`src/rtl/idma_legacy_burst_scheduler.sv`:
```
// Shares one legacy 1D iDMA backend between NumReq requesters. Arbitration is round-robin,
// and an in-order tracking FIFO routes completions. Define IDMA_SCHED_PRIO_EN to add prio_i.
package idma_legacy_burst_scheduler_pkg;
  typedef struct packed {
    logic [31:0] src_addr;
    logic [31:0] dst_addr;
    logic [15:0] num_bytes;
  } burst_req_t;
endpackage

module idma_legacy_burst_scheduler #(
  parameter int unsigned  NumReq         = 4,
  parameter int unsigned  MaxOutstanding = 8,
  parameter type          burst_req_t    = idma_legacy_burst_scheduler_pkg::burst_req_t,
  localparam int unsigned IdxWidth       = $clog2(NumReq),
  localparam int unsigned CntWidth       = $clog2(MaxOutstanding + 1)
) (
  input  logic                clk_i,
  input  logic                rst_ni,
  input  burst_req_t          req_i [NumReq],
  input  logic [NumReq-1:0]   req_valid_i,
`ifdef IDMA_SCHED_PRIO_EN
  input  logic [NumReq-1:0]   prio_i,
`endif
  output logic [NumReq-1:0]   req_ready_o,
  output logic [NumReq-1:0]   req_complete_o,
  output burst_req_t          burst_req_o,
  output logic                valid_o,
  input  logic                ready_i,
  input  logic                trans_complete_i,
  input  logic                backend_idle_i,
  output logic [CntWidth-1:0] outstanding_o,
  output logic                idle_o,
  output logic                err_o
);

  localparam int unsigned PtrAw = $clog2(MaxOutstanding);
  localparam int unsigned PtrW  = PtrAw + 1;

  typedef enum logic {ArbFree, ArbLocked} arb_state_e;

  arb_state_e                r_arb_state;
  logic [IdxWidth-1:0]       r_lock_idx;
  logic [IdxWidth-1:0]       r_rr_ptr;
  logic [IdxWidth-1:0]       r_fifo_idx [MaxOutstanding];
  logic [MaxOutstanding-1:0] r_fifo_local;
  logic [PtrW-1:0]           r_wptr;
  logic [PtrW-1:0]           r_rptr;
  logic [CntWidth-1:0]       r_count;
  logic                      r_err;

  logic [NumReq-1:0]   w_cand;
  logic                w_hi_found, w_lo_found;
  logic [IdxWidth-1:0] w_hi_idx, w_lo_idx, w_gnt_idx, w_head_idx;
  logic                w_empty, w_full, w_gnt_act, w_gnt_zero, w_accept;
  logic                w_pop, w_err_set, w_head_local;

  // Candidates at or above the pointer win; otherwise wrap to the lowest candidate.
  always_comb begin
    w_cand = req_valid_i;
`ifdef IDMA_SCHED_PRIO_EN
    if ((req_valid_i & prio_i) != '0) w_cand = req_valid_i & prio_i;
`endif
    w_hi_found = 1'b0;
    w_lo_found = 1'b0;
    w_hi_idx   = '0;
    w_lo_idx   = '0;
    for (int unsigned i = 0; i < NumReq; i++) begin
      if (w_cand[i] && (IdxWidth'(i) >= r_rr_ptr) && !w_hi_found) begin
        w_hi_found = 1'b1;
        w_hi_idx   = IdxWidth'(i);
      end
      if (w_cand[i] && !w_lo_found) begin
        w_lo_found = 1'b1;
        w_lo_idx   = IdxWidth'(i);
      end
    end
  end

  always_comb begin
    w_gnt_idx   = (r_arb_state == ArbLocked) ? r_lock_idx : (w_hi_found ? w_hi_idx : w_lo_idx);
    w_gnt_act   = !w_full && ((r_arb_state == ArbLocked) || w_lo_found);
    w_gnt_zero  = (req_i[w_gnt_idx].num_bytes == '0);
    valid_o     = w_gnt_act && !w_gnt_zero;
    burst_req_o = valid_o ? req_i[w_gnt_idx] : '0;
    w_accept    = w_gnt_act && (w_gnt_zero || ready_i);
    req_ready_o = '0;
    if (w_accept) req_ready_o[w_gnt_idx] = 1'b1;
  end

  assign w_empty      = (r_wptr == r_rptr);
  assign w_full       = (r_wptr[PtrAw] != r_rptr[PtrAw]) &&
                        (r_wptr[PtrAw-1:0] == r_rptr[PtrAw-1:0]);
  assign w_head_idx   = r_fifo_idx[r_rptr[PtrAw-1:0]];
  assign w_head_local = r_fifo_local[r_rptr[PtrAw-1:0]];
  // Local heads retire on their own, so a backend pulse against one is unmatched.
  assign w_pop        = !w_empty && (w_head_local || trans_complete_i);
  assign w_err_set    = trans_complete_i && (w_empty || w_head_local);

  always_comb begin
    req_complete_o = '0;
    if (w_pop) req_complete_o[w_head_idx] = 1'b1;
  end

  assign outstanding_o = r_count;
  assign idle_o        = w_empty && backend_idle_i;
  assign err_o         = r_err;

  always_ff @(posedge clk_i or negedge rst_ni) begin
    if (!rst_ni) begin
      r_arb_state  <= ArbFree;
      r_lock_idx   <= '0;
      r_rr_ptr     <= '0;
      r_fifo_local <= '0;
      for (int unsigned i = 0; i < MaxOutstanding; i++) r_fifo_idx[i] <= '0;
      r_wptr       <= '0;
      r_rptr       <= '0;
      r_count      <= '0;
      r_err        <= 1'b0;
    end else begin
      if (w_accept) begin
        r_fifo_idx[r_wptr[PtrAw-1:0]]   <= w_gnt_idx;
        r_fifo_local[r_wptr[PtrAw-1:0]] <= w_gnt_zero;
        r_wptr      <= r_wptr + PtrW'(1);
        r_rr_ptr    <= (w_gnt_idx == IdxWidth'(NumReq - 1)) ? '0 : w_gnt_idx + IdxWidth'(1);
        r_arb_state <= ArbFree;
      end else if (valid_o) begin
        r_arb_state <= ArbLocked;
        r_lock_idx  <= w_gnt_idx;
      end
      if (w_pop) r_rptr <= r_rptr + PtrW'(1);
      if (w_accept && !w_pop)      r_count <= r_count + CntWidth'(1);
      else if (!w_accept && w_pop) r_count <= r_count - CntWidth'(1);
      if (w_err_set) r_err <= 1'b1;
    end
  end

endmodule

```
`config.mk`:
```
export PLATFORM = sky130hd
export DESIGN_NAME = idma_legacy_burst_scheduler
export DESIGN_NICKNAME = d
export VERILOG_FILES = /design/src/rtl/idma_legacy_burst_scheduler.sv
export SDC_FILE = /design/constraint.sdc
export NUM_CORES = 1
export LEC_CHECK = 0
export ABC_AREA = 0
export BUFFER_PORTS_ARGS = -buffer_cell sky130_fd_sc_hd__buf_2
export CAP_MARGIN = 5
export CORE_AREA = 2 2 165 167
export CTS_BUF_LIST = sky130_fd_sc_hd__clkbuf_4
export DETAILED_ROUTE_END_ITERATION = 16
export DIE_AREA = 0 0 167 169
export PLACE_DENSITY = 0.51
export SYNTH_ARGS = -nofsm -noshare
export SYNTH_HDL_FRONTEND = slang
export SYNTH_SLANG_ARGS = --single-unit
export TNS_END_PERCENT = 1
```
`constraint.sdc`:
```
create_clock -name clk_i -period 4.1 [get_ports clk_i]
set_clock_uncertainty 0.1 [all_clocks]
set_input_delay 0.41 -clock clk_i [delete_from_list [all_inputs] [get_ports clk_i]]
set_output_delay 0.41 -clock clk_i [all_outputs]
set_load 0.02 [all_outputs]
```
Yosys cells after proc, flatten, opt, wreduce, memory -nomap -nowiden. Index checks and enable logic that the tools add are counted.

$lt $le $gt $ge: 15. Multiplexer cells: 42. Bitwise logic cells: 4. Equal/unequal tests: 4. Add/subtract/negate cells: 5. Reduce and logical (&&, ||, !) cells: 42.

Operators by type and width (count): two-way mux 80 bit (3); binary-select mux 80 bit (select 2 bit) (1); logical AND 1 bit (23); two-way mux 2 bit (10); bitwise mux 16 bit (1); zero test 16 bit (1); two-way mux 1 bit (16); two-way mux 4 bit (4); adder 4 x 1 -> 4 bit, second input constant (3); zero test 1 bit (11); bitwise mux 8 bit (1); greater-or-equal comparator 4 bit, second input constant (2); < comparator 3 x 4 -> 1 bit, second input constant (2); NOT 3 -> 4 bit (2); binary-select mux 2 bit (select 3 bit) (1); demux 2 bit (select 3 bit) (1); < comparator 2 x 3 -> 1 bit, second input constant (2); demux 1 bit (select 2 bit) (2); equality test 4 bit (1); greater-or-equal comparator 1 x 2 -> 1 bit, first input constant (2); greater-or-equal comparator 2 x 1 -> 1 bit, second input constant (2); greater-or-equal comparator 2 bit, first input constant (2); logical OR 1 bit (4); < comparator 4 x 1 -> 1 bit, second input constant (1); other kinds (13) (14).

Register bits after elaboration: 42. Logic and storage cells: 128. Input bits: 329. Output and inout port bits: 95.

Longest topological paths before layout. Gate-level depths: netlist (run 1).

Depth after elaboration: 25. Mapped depth: 17. Gate-level depth less buffers: 15.

Worst setup path before layout (run 1). Ideal clock, no wire load.

Kind: input-to-reg. From: in req_valid_i[0]. To: reg r_count[3], in the netlist outstanding_o[3]. Cell stages on the path: 16. Arrival: 3407 ps. Buffers on the path: 2. Setup time: 130 ps. Setup slack: 463 ps. Data required time: 3870 ps. Path through: nor2b_1 > o31a_1 > buf_2 > nor3_1 > o221ai_1 > a222oi_1 > o21a_1 > buf_2 > ha_1 > inv_1 > ha_1 > a21o_1 > a21oi_1 > xnor2_1 > nor2_1 > xor2_1.

Longest elaborated chain between the ends: 23. Elaborated cells between the ends (all ways): 43. Classes of those cells: mux: 20; bitwise: 1; reduce/logical: 22.

Ends and longest elaborated chain: start: declaration (RTL line 21) `input logic [NumReq-1:0] req_valid_i,`; logical AND 1 bit (RTL line 69) `if (w_cand[i] && (IdxWidth'(i) >= r_rr_ptr) && !w_hi_found) begin`; two-way mux 1 bit (RTL line 69); zero test 1 bit (RTL line 69); logical AND 1 bit (RTL line 69); two-way mux 1 bit (RTL line 69); zero test 1 bit (RTL line 69); logical AND 1 bit (RTL line 69); two-way mux 1 bit (RTL line 69); [7 not listed]; two-way mux 80 bit (2 in series); zero test 16 bit (RTL line 83) `w_gnt_zero = (req_i[w_gnt_idx].num_bytes == '0);`; logical OR 1 bit (RTL line 86) `w_accept = w_gnt_act && (w_gnt_zero || ready_i);`; logical AND 1 bit (*) (RTL line 86); named net w_accept (RTL line 55) `logic w_empty, w_full, w_gnt_act, w_gnt_zero, w_accept;`; zero test 1 bit (RTL line 133) `else if (!w_accept && w_pop) r_count <= r_count - CntWidth'(1);`; logical AND 1 bit (RTL line 133); nonzero test 2 bit (no line); end signal: assignment (RTL line 132) `if (w_accept && !w_pop) r_count <= r_count + CntWidth'(1);`; end signal: assignment (RTL line 133); end: declaration (RTL line 49) `logic [CntWidth-1:0] r_count;`.

The timed path passes the listed nets; every way through them passes the cells marked *. The select of a mux whose other input is x is not followed. A chain may end at the register's enable or synchronous reset.

==> results.yml, run 1 <==
outcome:
  status: "complete, no violations"
floorplanning:
  die_w_um: 167
  initial_core_util_pct: 19.8
  io_pins: 424
  coreArea_um2: 26500
  die_area_um2: 28200
  die_h_um: 169
  fp-row-count: 60
yosys:
  synth_edf_count: 0
  netlist_area_um2: 5240
  syn_nets: 1194
  yosysTopAreaCell: "nand2_1"
  synth_top_area_share_pct: 23.5
  yosysUniqueCellTypes: 43
  yosys-top-cells-area: "nand2_1, dfrtp_1, nand3_1, and3_1, mux2_2"
  synth_seq_cells: 42
  yosys_most_used_dff: "dfrtp_1"
  seq_area_frac_synth_pct: 20.1
  ys.warnings.count: 0
  async_flop_share_pct: 100
  syn_area_per_cell_um2: 6.13
  synthCells: 855
setup_path:
  crit_type: "flip-flop to primary output"
  critPathTopFamily: "compound AO/OA/AOI/OAI gates"
  cp-end-kind: "primary output"
  crit_slowest_cell: "o31ai_1"
  reg2reg_to: "outstanding_o[3]$_DFFE_PN0P_"
  r2r_setup_slack_ns: 0.48
  cpPeakStageDelay_ns: 0.82
  startpoint_type: "flip-flop"
  startpoint: "r_arb_state$_DFFE_PN0P_"
  cp_cell_sequence: "o31ai_1 -> a21oi_1 -> o221ai_1 -> a222oi_1 -> buf_4 -> buf_4 -> nor2b_4 -> buf_4 -> and3_1 -> buf_2"
  r2r_cells: 14
  cp.arrival_ns: 3.41
  crit_buf_inv: 4
  reg2reg_from: "r_arb_state$_DFFE_PN0P_"
  cp.required_ns: 3.59
  path_common_cell: "buf_4"
  crit_fanout: 20
place:
  dp_hpwl_um: 23900
  gp_congestion: 0.879
  port_buffers: 423
sta:
  fin_tns_setup_ns: 0
  fmax_mhz: 255
  relSlewSlack_pct: 35.9
  hold_viol_final: 0
  maxSlewViolCount: 0
  finalSetupViolCount: 0
  tightest_slew_ns: 0.961
  fin_crit_sh_pct: 95.5
  post-route-min-period_ns: 3.92
  rsz0062_at_grt: "no"
layout:
  num-nets-final: 1573
  seqCellArea_um2: 1050
  syn2layout_area_growth_pct: 49.0
  fillers: 3098
  drive_above_1_share_pct: 39.5
  multi_input_area_um2: 3900
  fin_util_pct: 29.5
clock_network:
  clockBufferDepth: 2
  clk_pin_slew_ns: 0.12
  cts_setup_buffers: 0
  cts.htree.levels: 2
  root_buffer: "clkbuf_4"
  cts_hold_buf: 0
  numCtsBuffers: 5
  insertion_delay_ns: 0.36
  cts.sinks: 42
  cts_resized: 0
  cts_tree: "built"
detailed_routing:
  wl_per_cell_um: 18.7
  firstDrtPassIters: 5
  num_vias: 7600
  drtIter0Drc: 594
  drcViolationCount: 0
  wl_um: 29600
  ant_nets: 0
  vias_per_cell: 4.80
pwr:
  power.total_mw: 7.52
  peakVddDrop_mv: 0.503
  power.density_nw_per_um2: 963
  p_leak_nw: 4.22
global_routing:
  grt_max_degree: 102
  met3_usage_pct: 3.81
  met1_usage_pct: 25.1
  top_usage_layer: "met2"
  grt.met2_usage_pct: 34.0
  antenna_found_initial: 15
  grt_pass1_wl_um: 42700
  gr-usage-all-layers_pct: 19.5
  grt_pass1_vias: 7106
  grt-ovfl-total: 0
flow_run:
  maxCapViolations: 0
min_path:
  min_path_type: "primary input to async pin"
[registers in the layout, indices dropped and copies added (netlist names)]
register and cells:
err_o 1, outstanding_o 4, r_arb_state 1, r_fifo_idx 16, r_fifo_local 8, r_lock_idx 2, r_rptr 4, r_rr_ptr 2
r_wptr 4
[cells in the final DEF, fill, tap and decap left out, drive strengths merged, types with 6 or more instances in the layout]
master / instances
buf: 445
nand2: 328
nand3: 165
and3: 80
dfrtp: 42
o21ai: 24
mux2: 24
nor4: 14
xnor2: 12
nor2: 12
ha: 9
diode: 8
mux4: 6
and2: 6
nor3: 6
a21oi: 6
[logic make-up after synthesis]
kind of cell / after synthesis / synth area share [%]
buffers and inverters: 79 / 5.90
multiplexers: 33 / 8.31
XOR/XNOR: 14 / 2.34
AND/OR/NAND/NOR: 625 / 54.4
adder cells (fa/ha/maj): 10 / 2.53
flip-flops: 42 / 20.1
AO/OA/AOI/OAI: 52 / 6.49
[report_power, final]
group	internal (mW)	switching (mW)	leakage, nW
Clock	0.0618	0.136	0.0309
Combinational	2.33	4.22	3.67
Sequential	0.585	0.185	0.517
Total	2.97	4.54	4.22
[per-layer routing]
layer / up-vias / share of wire (%)
met2: 326 / 50
met1: 3558 / 41
li1: 3672 / -
met5: - / 0.14
met4: 6 / 1.5
met3: 38 / 7.0
[synthesized netlist by cell type, types with 3 or more instances]
| cell | number |
|---|---|
| o21ai_0 | 20 |
| xnor2_1 | 12 |
| a21o_1 | 3 |
| mux2_1 | 4 |
| and2_1 | 6 |
| nor3_1 | 6 |
| ha_1 | 9 |
| buf_2 | 4 |
| nor2b_1 | 5 |
| o21ai_2 | 3 |
| buf_1 | 8 |
| nand3_1 | 165 |
| a22o_1 | 5 |
| nand2b_1 | 4 |
| dfrtp_1 | 42 |
| clkbuf_1 | 59 |
| a21oi_1 | 6 |
| nand2_1 | 328 |
| mux4_2 | 6 |
| mux2i_1 | 3 |
| and3_1 | 80 |
| inv_1 | 6 |
| mux2_2 | 20 |
| nor4_1 | 14 |
| nor2_1 | 12 |
[metrics by stage]
step	setup slack (ns)	hold WS [ns]	instance area, um2	cells
final	0.185	0.0946	7810	1583
after floorplan	0.463	0.0144	5240	855
after global placement	0.417	0.345	7740	1568
after global routing	0.0344	0.149	7810	1583
after detailed placement	0.409	0.361	7740	1568
after CTS	0.226	0.114	7790	1575
[final cells by class]
cell class | count | share of cell area, %
clock buffers | 5 | 0.481
repair buffers | 445 | 29.9
inverters | 6 | 0.337
flip-flops and latches | 42 | 13.5
multi-input cells | 734 | 50.0
diodes | 8 | 0.256
clock inverters | 2 | 0.128
well taps | 341 | 5.46
[worst max-delay path by stage]
| stage | endpoint | slack [ns] | cells past startpoint |
|---|---|---|---|
| finish | burst_req_o[6] | 0.18 | 10 |
| global route | burst_req_o[6] | 0.03 | 10 |
| CTS | burst_req_o[6] | 0.23 | 10 |
| detailed placement | outstanding_o[3]$_DFFE_PN0P_ | 0.41 | 16 |
| global placement | outstanding_o[3]$_DFFE_PN0P_ | 0.42 | 17 |
| floorplan | outstanding_o[3]$_DFFE_PN0P_ | 0.46 | 16 |
[worst reg2reg max path: stages, from the launching register on]
cell	delay (ns)
dfrtp_1	0.48
o31ai_1	0.83
a21oi_1	0.21
o221ai_1	0.22
a222oi_1	0.13
buf_4	0.15
o21a_1	0.19
ha_1	0.23
inv_1	0.08
ha_1	0.22
a21o_1	0.18
a21oi_1	0.17
xnor2_1	0.13
nor2_1	0.06
xor2_1	0.14
No activity file was read; power rests on OpenSTA's default activity.
==> run 2, diff against run 1 <==
--- a/config.mk
+++ b/config.mk
@@ -8,11 +8,12 @@
 export ABC_AREA = 0
 export BUFFER_PORTS_ARGS = -buffer_cell sky130_fd_sc_hd__buf_2
 export CAP_MARGIN = 5
-export CORE_AREA = 2 2 165 167
+export CORE_AREA = 2 2 163 165
 export CTS_BUF_LIST = sky130_fd_sc_hd__clkbuf_4
 export DETAILED_ROUTE_END_ITERATION = 16
-export DIE_AREA = 0 0 167 169
-export PLACE_DENSITY = 0.51
+export DIE_AREA = 0 0 165 167
+export MAX_ROUTING_LAYER = met4
+export PLACE_DENSITY = 0.52
 export SYNTH_ARGS = -nofsm -noshare
 export SYNTH_HDL_FRONTEND = slang
 export SYNTH_SLANG_ARGS = --single-unit
==> constraint.sdc (replaced) <==
create_clock -name clk_i -period 4.72 [get_ports clk_i]
set_clock_uncertainty 0.1 [all_clocks]
set_input_delay 0.472 -clock clk_i [delete_from_list [all_inputs] [get_ports clk_i]]
set_output_delay 0.472 -clock clk_i [all_outputs]
set_load 0.02 [all_outputs]
==> results.yml, run 2 (synthesis results as in run 1) <==
setup_path:
  crit_slowest_cell: "nor2b_4"
  cp_cell_sequence: "mux2i_1 -> o31a_1 -> nor3_1 -> o221ai_1 -> a222oi_1 -> buf_4 -> nor2b_4 -> buf_4 -> and3_1 -> buf_2"
  cpPeakStageDelay_ns: 0.79
  cp-end-kind: "primary output"
  crit_type: "flip-flop to primary output"
  crit_fanout: 48
  cp.required_ns: 4.15
  path_common_cell: "buf_4"
  cp.arrival_ns: 3.80
  startpoint_type: "flip-flop"
floorplanning:
  coreArea_um2: 25800
  die_h_um: 167
  fp-row-count: 59
  io_pins: 424
  die_w_um: 165
  initial_core_util_pct: 20.3
  die_area_um2: 27600
clock_network:
  cts_hold_buf: 0
  clk_pin_slew_ns: 0.12
  clockBufferDepth: 2
  cts.sinks: 42
  cts_resized: 0
  insertion_delay_ns: 0.35
  numCtsBuffers: 5
  cts.htree.levels: 2
  cts_setup_buffers: 0
  cts_tree: "built"
  root_buffer: "clkbuf_4"
layout:
  reg_top3: "r_fifo_idx x16, r_fifo_local x8"
  final_cell_mix: "buf_2, nand2_1, nand3_1"
  top_register: "r_fifo_idx"
  num-nets-final: 1572
  syn2layout_area_growth_pct: 49.0
  layout_commonest_cell: "buf_2"
  largest_register_ffs: 16
  fin_util_pct: 30.3
  drive_above_1_share_pct: 39.4
sta:
  holdWs_ns: 0.159
  tightest_slew_ns: 1.07
  fmax_mhz: 229
  rsz0062_at_grt: "no"
  hold_viol_final: 0
  maxSlewViolCount: 0
  post-route-min-period_ns: 4.37
  finalSetupViolCount: 0
  relSlewSlack_pct: 28.5
  fin_tns_setup_ns: 0
  fin_crit_sh_pct: 92.6
  fin_ws_ns: 0.349
pwr:
  power.internal_mw: 2.59
  share_comb_of_total_power_pct: 86.9
  peakVddDrop_mv: 0.364
  clkPwrFrac_pct: 2.7
  power.density_nw_per_um2: 840
  seqPwrFrac_pct: 10.4
  switching_share_pct: 60.5
  switchingPower_mw: 3.97
  p_leak_nw: 4.21
global_routing:
  gr-usage-all-layers_pct: 22.1
  antenna_found_initial: 13
  grt_max_degree: 86
  grt_pass1_wl_um: 45200
  grt_pass1_vias: 7596
  grt-ovfl-total: 0
place:
  port_buffers: 423
  dpl_worst_slack_ns: 0.450
  gp_congestion: 0.921
  dp_hpwl_um: 25000
outcome:
  status: "complete, no violations"
detailed_routing:
  firstDrtPassIters: 5
  num_vias: 7601
  wl_um: 30500
  vias_per_cell: 4.81
  drcViolationCount: 0
  drtIter0Drc: 431
  wl_per_cell_um: 19.3
  ant_nets: 0
flow_run:
  maxCapViolations: 0
min_path:
  min_path_type: "primary input to async pin"
run 2: cell types whose count changed in the layout (fill, tap and decap cells not counted), sizes merged:
| cell | previous run | this run |
|---|---|---|
| clkbuf | 5 | 6 |
| buf | 445 | 444 |
| diode | 8 | 12 |
run 2: stage by stage:
stage	instances	power (mW)	cell area (um2)
after global routing	1580	7.17	7810
after floorplan	855	4.45	5240
after CTS	1569	6.61	7780
after global placement	1561	6.43	7720
after detailed placement	1561	6.41	7720
final	1581	6.56	7810
run 2: worst max-delay path, delay by kind of cell, from the launching register on:
kind,cells,cell delay [ns]
compound gates,3,0.82
buf+inv,3,0.71
flops,1,0.50
mux,1,0.28
simple gates,3,1.09
run 2: power groups by stage:
stage          clock, mW  combinational, mW  sequential (mW)
2_1_floorplan          0               3.84            0.614
6_report           0.178               5.70            0.684
3_5_place_dp           0               5.72            0.692
3_3_place_gp           0               5.75            0.687
4_1_cts            0.183               5.75            0.684
5_1_grt            0.202               6.25            0.709
run 2: cell type report:
cell class	count	area, um2
repair buffers	444	2320
diodes	12	30.0
multi-input cells	734	3900
flip-flops and latches	42	1050
clock inverters	2	8.76
inverters	6	26.3
well taps	335	419
clock buffers	6	45.0
fillers	3046	18000
run 2: routing by layer:
| metal | wire length, um | track usage, % |
|---|---|---|
| met1 | 13100 | 28.0 |
| met2 | 15400 | 37.6 |
| met3 | 1580 | 2.74 |
| met4 | 410 | 4.27 |
| met5 | 0 | - |
run 2: worst paths after layout:
check	from	cells after the start	slack [ns]	endpoint
setup reg to reg	r_arb_state$_DFFE_PN0P_	15	1.06	outstanding_o[3]$_DFFE_PN0P_
hold reg to reg	outstanding_o[3]$_DFFE_PN0P_	1	0.38	outstanding_o[3]$_DFFE_PN0P_
max in group asynchronous	rst_ni	1	3.78	r_fifo_idx[15]$_DFFE_PN0P_
hold / removal	rst_ni	1	0.16	outstanding_o[0]$_DFFE_PN0P_
min in group clk_i	trans_complete_i	3	0.29	err_o$_DFFE_PN0P_
setup / recovery	r_arb_state$_DFFE_PN0P_	10	0.35	burst_req_o[68]
